==> config.mk <==
export PLATFORM = sky130hd
export DESIGN_NAME = router_fsm
export DESIGN_NICKNAME = d
export VERILOG_FILES = /design/src/rtl/router_pkg.sv /design/src/rtl/router_wait_timer.sv /design/src/rtl/router_fsm.sv
export SDC_FILE = /design/constraint.sdc
export NUM_CORES = 1
export LEC_CHECK = 0
export ABC_AREA = 1
export ABC_CLOCK_PERIOD_IN_PS = 2700
export CORE_UTILIZATION = 42
export DETAILED_ROUTE_END_ITERATION = 8
export PLACE_DENSITY = 0.87
export SYNTH_ARGS = -nofsm -noshare
export SYNTH_HDL_FRONTEND = slang
export SYNTH_SLANG_ARGS = --single-unit
==> constraint.sdc <==
create_clock -name clk -period 2.7 [get_ports clk]
set_clock_uncertainty 0.2 [all_clocks]
set_input_delay 0.405 -clock clk [delete_from_list [all_inputs] [get_ports clk]]
set_output_delay 0.405 -clock clk [all_outputs]
set_load 0.1 [all_outputs]
==> src/rtl/router_pkg.sv <==
// Shared definitions for the 1x4 router packet controller: FSM state type and
// default port-count / address-width values used by router_fsm.
package router_pkg;

    localparam int ROUTER_NUM_PORTS = 4;
    localparam int ROUTER_ADDR_W    = 2;

    typedef enum logic [2:0] {
        DECODE_ADDRESS     = 3'd0,
        LOAD_FIRST_DATA    = 3'd1,
        LOAD_DATA          = 3'd2,
        FIFO_FULL_STATE    = 3'd3,
        LOAD_AFTER_FULL    = 3'd4,
        LOAD_PARITY        = 3'd5,
        CHECK_PARITY_ERROR = 3'd6,
        WAIT_TILL_EMPTY    = 3'd7
    } router_state_t;

endpackage

==> src/rtl/router_wait_timer.sv <==
// Cycle counter for the WAIT_TILL_EMPTY state of router_fsm. Counts cycles
// spent in the waiting state and flags the terminal count, after which the
// controller gives up on the stalled destination.
module router_wait_timer #(
    parameter int TIMEOUT_CYCLES = 30
) (
    input  logic clk,
    input  logic resetn,
    input  logic clear,
    input  logic active,
    output logic expired
);

    localparam int CNT_W = (TIMEOUT_CYCLES > 1) ? $clog2(TIMEOUT_CYCLES) : 1;

    logic [CNT_W-1:0] count_reg;

    // Count while waiting; any exit from the waiting state or a clear restarts at 0.
    always_ff @(posedge clk or negedge resetn) begin
        if (!resetn) begin
            count_reg <= '0;
        end else if (clear || !active) begin
            count_reg <= '0;
        end else begin
            count_reg <= count_reg + CNT_W'(1);
        end
    end

    assign expired = active && (count_reg == CNT_W'(TIMEOUT_CYCLES - 1));

endmodule

==> src/rtl/router_fsm.sv <==
// Packet-level controller for the 1x4 router. Decodes the header address,
// sequences router_reg through header/payload/parity loading and full-hold,
// gates FIFO writes and drives busy back to the source.
// Optional build macro ROUTER_WAIT_TIMEOUT_EN: bounds the time spent in
// WAIT_TILL_EMPTY and pulses wait_timeout when the packet is abandoned.
module router_fsm
    import router_pkg::*;
#(
    parameter int NUM_PORTS      = ROUTER_NUM_PORTS,
    parameter int ADDR_W         = ROUTER_ADDR_W,
    parameter int TIMEOUT_CYCLES = 30
) (
    input  logic                 clk,
    input  logic                 resetn,
    input  logic                 pkt_valid,
    input  logic [ADDR_W-1:0]    data_in,
    input  logic                 fifo_full,
    input  logic [NUM_PORTS-1:0] fifo_empty,
    input  logic [NUM_PORTS-1:0] soft_reset,
    input  logic                 parity_done,
    input  logic                 low_packet_valid,
    output logic                 detect_add,
    output logic                 lfd_state,
    output logic                 ld_state,
    output logic                 laf_state,
    output logic                 full_state,
    output logic                 rst_int_reg,
    output logic                 write_enb_reg,
    output logic                 busy,
    output logic [ADDR_W-1:0]    dest_addr,
    output logic                 wait_timeout
);

    router_state_t     state_reg, state_next;
    logic [ADDR_W-1:0] dest_addr_reg, dest_addr_next;
    logic              addr_ok;
    logic              soft_hit;

    // Header addresses beyond the port count are dropped silently.
    assign addr_ok  = int'(data_in) < NUM_PORTS;
    // A read-timeout on the destination FIFO aborts the packet from any busy state.
    assign soft_hit = (state_reg != DECODE_ADDRESS) && soft_reset[dest_addr_reg];

`ifdef ROUTER_WAIT_TIMEOUT_EN
    logic timer_expired;
    logic timeout_fire;
    logic wait_timeout_reg;

    router_wait_timer #(
        .TIMEOUT_CYCLES (TIMEOUT_CYCLES)
    ) u_wait_timer (
        .clk     (clk),
        .resetn  (resetn),
        .clear   (soft_hit),
        .active  (state_reg == WAIT_TILL_EMPTY),
        .expired (timer_expired)
    );

    assign wait_timeout = wait_timeout_reg;
`else
    assign wait_timeout = 1'b0;
`endif

    // State register, latched destination and (optionally) the timeout pulse.
    always_ff @(posedge clk or negedge resetn) begin
        if (!resetn) begin
            state_reg        <= DECODE_ADDRESS;
            dest_addr_reg    <= '0;
`ifdef ROUTER_WAIT_TIMEOUT_EN
            wait_timeout_reg <= 1'b0;
`endif
        end else begin
            state_reg        <= state_next;
            dest_addr_reg    <= dest_addr_next;
`ifdef ROUTER_WAIT_TIMEOUT_EN
            wait_timeout_reg <= timeout_fire;
`endif
        end
    end

    // Next-state logic plus Moore output decode from the current state.
    always_comb begin
        state_next     = state_reg;
        dest_addr_next = dest_addr_reg;
`ifdef ROUTER_WAIT_TIMEOUT_EN
        timeout_fire   = 1'b0;
`endif
        detect_add     = 1'b0;
        lfd_state      = 1'b0;
        ld_state       = 1'b0;
        laf_state      = 1'b0;
        full_state     = 1'b0;
        rst_int_reg    = 1'b0;
        write_enb_reg  = 1'b0;
        busy           = 1'b1;

        case (state_reg)
            DECODE_ADDRESS: begin
                detect_add = 1'b1;
                busy       = 1'b0;
                if (pkt_valid && addr_ok) begin
                    dest_addr_next = data_in;
                    state_next     = fifo_empty[data_in] ? LOAD_FIRST_DATA : WAIT_TILL_EMPTY;
                end
            end
            LOAD_FIRST_DATA: begin
                lfd_state  = 1'b1;
                state_next = LOAD_DATA;
            end
            LOAD_DATA: begin
                ld_state      = 1'b1;
                write_enb_reg = 1'b1;
                busy          = 1'b0;
                // A full FIFO must be serviced before the parity byte is taken.
                if (fifo_full) begin
                    state_next = FIFO_FULL_STATE;
                end else if (!pkt_valid) begin
                    state_next = LOAD_PARITY;
                end
            end
            FIFO_FULL_STATE: begin
                full_state = 1'b1;
                if (!fifo_full) begin
                    state_next = LOAD_AFTER_FULL;
                end
            end
            LOAD_AFTER_FULL: begin
                laf_state     = 1'b1;
                write_enb_reg = 1'b1;
                if (parity_done) begin
                    state_next = DECODE_ADDRESS;
                end else if (low_packet_valid) begin
                    state_next = LOAD_PARITY;
                end else begin
                    state_next = LOAD_DATA;
                end
            end
            LOAD_PARITY: begin
                write_enb_reg = 1'b1;
                state_next    = CHECK_PARITY_ERROR;
            end
            CHECK_PARITY_ERROR: begin
                rst_int_reg = 1'b1;
                state_next  = fifo_full ? FIFO_FULL_STATE : DECODE_ADDRESS;
            end
            WAIT_TILL_EMPTY: begin
                if (fifo_empty[dest_addr_reg]) begin
                    state_next = LOAD_FIRST_DATA;
`ifdef ROUTER_WAIT_TIMEOUT_EN
                end else if (timer_expired) begin
                    state_next   = DECODE_ADDRESS;
                    timeout_fire = 1'b1;
`endif
                end
            end
            default: state_next = DECODE_ADDRESS;
        endcase

        if (soft_hit) begin
            state_next   = DECODE_ADDRESS;
`ifdef ROUTER_WAIT_TIMEOUT_EN
            timeout_fire = 1'b0;
`endif
        end
    end

    assign dest_addr = dest_addr_reg;

endmodule

==> flow_results.org, run 1 <==
** Global route
- The first global-routing pass estimated around 2.3 mm of wire.
- The initial antenna violation count was 0.
- Across every metal layer, demand over resource in global routing totals 22.38%.
- Entering global routing, the biggest net connects 11 pins.
- Via count of the first global-routing pass :: around 570
- Remaining Overflow, GRT :: 0

** Worst hold path
- The path class of the tightest hold or removal check is in -> async.

** Synthesis
- Combined area of all synthesized cells :: 570.5 sq um
- Post-synth net total :: 115
- The synthesized design devotes to its leading area cell type 21.93% of total area.
- The synthesized design spends more area on one cell type than any other, namely sky130_fd_sc_hd__dfrtp_1.
- Synthesis-stage register bit count :: 5
- Synth Area per Inst :: 5.763 sq um
- Number of warnings printed during yosys synthesis :: 0
- The share of the Yosys chip area taken by registers is 21.93%.
- After technology mapping, the gate count stands at slightly below 100.
- Cell variety after synth :: 21
- Top cells by area, synth :: sky130_fd_sc_hd__dfrtp_1 (22%), sky130_fd_sc_hd__nand2_1 (18%), sky130_fd_sc_hd__nand3_1 (15%), sky130_fd_sc_hd__inv_1 (7.9%), sky130_fd_sc_hd__nor2_1 (7.2%)

** Route
- Number of violations reported at the end of detailed-routing iteration 0 :: 15
- Dividing the detail-routed wire length by the instance count gives ~10 um.
- Detailed-route wire length :: 1.453 mm
- Using the TritonRoute via totals, the vias-per-cell ratio works out to roughly 5.0.
- In this run the remaining antenna-violating nets after routing total 0.
- Detailed routing inserted a total of 696 vias.
- Before antenna repair, the detailed router went through 4 iterations.
- Residual DRC count :: 0

** Die
- 27 I/O pins were placed.
- The die covers between 1500 and 2000 sq um.
- The region available for standard cell placement spans 1186 sq um.
- Starting utilization of the core area :: 48.10%
- Floorplan row count :: 12
- Horizontal die dimension :: roughly 39 um
- Die Height :: 38.86 um

** Clock tree
- Root cell of the clock tree :: sky130_fd_sc_hd__clkbuf_4
- CTS HTree Levels :: 1
- Count of buffers added by post-CTS timing repair for setup :: 0
- In this run, CTS created clock tree buffers numbering 3.
- Largest buffer count on any clock path :: 2
- Cts hold-fix bufs :: 0
- TritonCTS built the clock tree.
- For this design, the sink count on the clock tree is 5.
- Clock-pin slew was measured on the worst setup and hold paths at 40 ps.
- Once the clock tree was built, the resizer swapped 0 gates to a different size.
- At the later pin of the worst-skew pair, clock insertion delay measures ~240 ps.

** STA
- Setup violations remaining at the end of the flow were counted as 0.
- Highest attainable clock frequency :: 470.3 MHz
- Crit path time final :: approximately 2100 ps
- Setup total negative slack on the finished layout was measured at 0 ps.
- Max-slew violation count :: 0
- The final count of hold timing violations came to 0.
- Setup repair after global routing left no endpoint under its margin.
- The worst path uses 78.75% of the clock period.

** Final layout
- The library cells used most frequently in the layout, excluding fill and tap cells, are sky130_fd_sc_hd__nand2_1 (27), sky130_fd_sc_hd__nand3_1 (17), sky130_fd_sc_hd__clkdlybuf4s50_1 (15), sky130_fd_sc_hd__inv_1 (12), sky130_fd_sc_hd__nor2_1 (11).
- Across the whole layout, storage elements account for 125.1 sq um.
- The post-route netlist has 20.63% of its cells at a drive strength greater than 1.
- The multi-input combinational cells in the finished layout cover a total of around 370 sq um.
- Number of flip-flops under the largest register name :: 3
- FILL cells :: approximately 120
- The library cell used most frequently in the layout, excluding fill and tap cells, is sky130_fd_sc_hd__nand2_1.
- In the final design database the tool counted 143 nets.
- Layout overhead on the synthesized area :: 44.96%
- Count of inserted antenna diode cells :: 0

** Worst setup path
- STA puts the critical path data arrival time at 1520 ps.
- In this run the critical register-to-register path is launched from state_reg[1]$_DFFE_PN0P_.
- Worst Path Required :: 2100 ps
- The most critical setup path has its startpoint at state_reg[1]$_DFFE_PN0P_.
- In this run the worst path has a maximum fanout of 10.
- Critical path capture point type :: primary output
- Critical path startpoint category :: flop
- Category of the most critical setup path :: reg -> out

** Placed design
- Port Buf Inserts :: 25
- After legalization and detailed placement, the total HPWL measured around 1.2 mm.
- Routability-driven placement finished with a final weighted congestion of around 0.8.

** Status
- The run finished with clean final reports.

** Job
- The tool flagged a number of max-cap violations equal to 0.
==> cell families after synthesis <==
kind of cell,Yosys count,synth area share [%]
compound gates,10,9.869
flops,5,21.93
other cells,1,0.6573
simple gates,65,53.29
buf+inv,18,14.25
==> through the flow <==
| stage | instances | hold WS (ps) | setup slack [ps] | utilization (%) | cell area [sq um] |
|---|---|---|---|---|---|
| floorplan | 99 | -90.59 | 54.30 | - | 579.3 |
| global placement | 136 | 339.2 | 887.3 | 67.51 | 800.8 |
| detailed placement | 136 | 336.4 | 840.6 | 67.51 | 800.8 |
| CTS | 140 | 193.8 | 582.7 | 69.73 | 827.0 |
| global route | 140 | 196.5 | 512.1 | 69.73 | 827.0 |
| finish | 140 | 185.3 | 573.7 | 69.73 | 827.0 |
==> final cells by class <==
| class | count | share of cell area (%) |
|---|---|---|
| Timing Repair Buffer | 25 | 27.23 |
| Multi-Input combinational cell | 76 | 45.08 |
| Inverter | 16 | 7.262 |
| Clock buffer | 4 | 3.177 |
| Tap cell | 14 | 2.118 |
| Sequential cell | 5 | 15.13 |
==> synth_stat cells <==
| cell | count |
|---|---|
| sky130_fd_sc_hd__a21oi_1 | 2 |
| sky130_fd_sc_hd__a21oi_2 | 1 |
| sky130_fd_sc_hd__buf_4 | 1 |
| sky130_fd_sc_hd__clkbuf_8 | 1 |
| sky130_fd_sc_hd__clkinv_1 | 1 |
| sky130_fd_sc_hd__conb_1 | 1 |
| sky130_fd_sc_hd__dfrtp_1 | 5 |
| sky130_fd_sc_hd__inv_1 | 12 |
| sky130_fd_sc_hd__inv_2 | 3 |
| sky130_fd_sc_hd__nand2_1 | 27 |
| sky130_fd_sc_hd__nand2_2 | 3 |
| sky130_fd_sc_hd__nand3_1 | 17 |
| sky130_fd_sc_hd__nand3_2 | 1 |
| sky130_fd_sc_hd__nand3b_1 | 1 |
| sky130_fd_sc_hd__nand4_1 | 1 |
| sky130_fd_sc_hd__nor2_1 | 11 |
| sky130_fd_sc_hd__nor2_2 | 1 |
| sky130_fd_sc_hd__nor2_4 | 2 |
| sky130_fd_sc_hd__nor3_1 | 1 |
| sky130_fd_sc_hd__o21ai_0 | 6 |
| sky130_fd_sc_hd__o21bai_1 | 1 |
==> critical path, cell delays in order (launching register included) <==
cell and delay [ps]:
sky130_fd_sc_hd__dfrtp_1 580, sky130_fd_sc_hd__nand2_2 110, sky130_fd_sc_hd__nor2_2 150, sky130_fd_sc_hd__o21bai_2 140
sky130_fd_sc_hd__buf_4 300
==> layer usage <==
metal | track usage, % | wire length (um)
met1 | 25.53 | 606
met2 | 43.75 | 770
met5 | 0 | 0
met3 | 3.468 | 76
met4 | 2.586 | 0
==> worst paths after layout <==
| path | end | slack, ps | cells after the start |
|---|---|---|---|
| worst max-delay path | write_enb_reg | 570 | 4 |
| worst min-delay path | state_reg[1]$_DFFE_PN0P_ | 190 | 1 |
| worst max register to register | state_reg[1]$_DFFE_PN0P_ | 1150 | 7 |
| worst min register to register | dest_addr[1]$_DFFE_PN0P_ | 350 | 2 |
| max in group asynchronous | dest_addr[1]$_DFFE_PN0P_ | 1930 | 1 |
| min in group clk | dest_addr[1]$_DFFE_PN0P_ | 350 | 2 |
Power of run 1 is left out: the tool's default activity adds up to more than one toggle a clock period on the data nets, which glitch-free logic cannot reach.
==> run 2: changes to the inputs <==
ABC_CLOCK_PERIOD_IN_PS = 2200   (was 2700)
CORE_ASPECT_RATIO = 0.9   (was not set)
CORE_UTILIZATION = 39   (was 42)
PLACE_DENSITY = 0.82   (was 0.87)
clock period = 2.2 ns   (was 2.7 ns; I/O delays follow)
==> flow_results.org, run 2 (synthesis gave the netlist of run 1 again) <==
** Worst setup path
- Traced cell by cell, the critical path runs through nand2_2 -> nor2_4 -> o21bai_4 -> buf_12.
- By startpoint and endpoint, the worst setup path is classified as reg -> out.
- Worst r2r dst :: state_reg[1]$_DFFE_PN0P_
- Crit-path max FO :: 10
- Slowest stage cell on the critical path :: sky130_fd_sc_hd__dfrtp_1
- In this design, the stage delay of the slowest critical-path cell is 630 ps.
- Worst Path Required :: 1670 ps
- Beginning of the critical path :: state_reg[1]$_DFFE_PN0P_
- R2R setup slack :: 570 ps
- The critical path ends at write_enb_reg.
- In this run the critical register-to-register path is launched from state_reg[1]$_DFFE_PN0P_.
- Critical path startpoint category :: flop
- The number of cells on the worst reg-to-reg path is 7.
- Worst Path Arrival :: 1530 ps
- Critical path capture point type :: primary output

** STA
- Adding up every negative setup slack in the final design gives 0 ps.
- RSZ-0062 raised after global routing :: no
- Setup violators final :: 0
- After layout, the worst path uses 93.46% of the clock period.
- Once routing completed, OpenROAD measured the worst setup slack at 143.9 ps.
- Crit path time final :: 2056 ps
- Highest attainable clock frequency :: 486.3 MHz
- Max-slew violation count :: 0
- The final count of hold timing violations was 0.

** Route
- In this run the remaining antenna-violating nets after routing total 0.
- Residual DRC count :: 0
- The routed design has 1.524 mm of wire.
- Ratio of routed vias to standard cells :: about 5
- After detailed routing, the average wire length per cell comes to roughly 11 um.
- Number of violations reported at the end of detailed-routing iteration 0 :: 24
- Across all layers, the routed design uses a little over 700 vias.
- Before antenna repair, the detailed router went through 4 iterations.

** Die
- Die area :: 1620 sq um
- Pin placement for this block handled 27 I/O pins.
- For this configuration, the core starts out at a cell density of 44.19%.
- The die is between 40 and 50 um wide.
- Placeable core area :: 1291 sq um
- The floorplan has 12 rows.
- The floorplan step set the die height to about 38 um.

** Global route
- First-pass GRT wire length :: approximately 2.6 mm
- The initial antenna violation count came to 0.
- Remaining Overflow, GRT :: 0
- Via count of the first global-routing pass :: between 600 and 700
- Global routing used 21.35% of the available tracks.
- Entering global routing, the biggest net connects 11 pins.

** Clock tree
- Largest buffer count on any clock path :: 2
- In this run the clock root is driven by a sky130_fd_sc_hd__clkbuf_4.
- CTS HTree Levels :: 1
- Insertion delay to the later sink of the worst-skew pair :: 240 ps
- Clock net sink count :: 5
- Num CTS Buffers :: 3
- The number of gates resized after CTS was 0.
- In this run, post-CTS hold repair placed 0 buffers.
- In this run the post-CTS setup repair buffer count came out at 0.
- TritonCTS built the clock tree.
- Clock-pin slew was measured on the worst setup and hold paths at 40 ps.

** Worst hold path
- Worst hold path type :: in -> async

** Final layout
- In the final design database the tool counted around 140 nets.
- Summing all non-filler instances in the final layout gives an area of 944.7 sq um.
- Highest-count cells in the layout ignoring fill and taps :: sky130_fd_sc_hd__nand2_1 (27), sky130_fd_sc_hd__nand3_1 (17), sky130_fd_sc_hd__clkdlybuf4s50_1 (15), sky130_fd_sc_hd__inv_1 (12), sky130_fd_sc_hd__nor2_1 (9)
- The register with the most flip-flops in the layout has 3 of them.
- Commonest non-fill, non-tap cell in the layout :: sky130_fd_sc_hd__nand2_1
- Layout overhead on the synthesized area :: 65.57%
- The number of antenna diodes in the final layout is 0.
- Layout cell share with drive strength beyond 1 :: 22.22%
- At the end of the flow the core is filled with cells to 73.16%.

** Status
- Run status :: complete, no violations

** Placed design
- Port Buf Inserts :: 25
- At the end of routability-driven placement, the weighted congestion stood at ~0.90.
- At the placement stage, the worst setup path has a slack of 399.2 ps.
- Detailed placement ended at an HPWL of 1.322 mm.
- In this run the cell area measured after placement is 918.4 sq um.

** Job
- Max-cap violations in this run came to 0.
[run 2: cell counts in the layout (fill, tap and decap cells not counted)]
Identical to the previous run, type by type.
[run 2: area by class of cell]
class	instances	area, sq um
Timing Repair Buffer	25	325.3
Clock buffer	4	26.28
Fill cell	92	346.6
Sequential cell	5	125.1
Multi-Input combinational cell	76	390.4
Tap cell	14	17.52
Inverter	16	60.06
[run 2: metal layers]
layer / vias up / share of wire (%) / GRT usage, %
met4: 0 / 0.85 / 12.50
li1: 367 / - / -
met2: 21 / 47 / 32.69
met3: 2 / 4.2 / 1.415
met1: 315 / 48 / 29.66
met5: - / 0 / 0
[run 2: worst max-delay path, delay by kind of cell, from the launching register on]
kind | cells | cell delay (ps)
AOI/OAI and AO/OA | 1 | 150
buffers and inverters | 1 | 190
DFF | 1 | 630
and+or+nand+nor | 2 | 320
[run 2: worst min-delay path by stage]
stage          startpoint                        to  cells past startpoint
2_1_floorplan      resetn  dest_addr[0]$_DFFE_PN0P_                      0
3_3_place_gp       resetn  dest_addr[1]$_DFFE_PN0P_                      1
3_5_place_dp       resetn  dest_addr[0]$_DFFE_PN0P_                      1
4_1_cts            resetn  state_reg[2]$_DFFE_PN0P_                      1
5_1_grt            resetn  state_reg[2]$_DFFE_PN0P_                      1
6_report           resetn  state_reg[1]$_DFFE_PN0P_                      1
[run 2: stage by stage]
step | cells | hold WS, ps
5_1_grt | 140 | 119.6
6_report | 140 | 101.8
4_1_cts | 140 | 106.7
2_1_floorplan | 99 | -165.6
3_3_place_gp | 136 | 356.7
3_5_place_dp | 136 | 357.9
Power of run 2 is left out for the same reason.
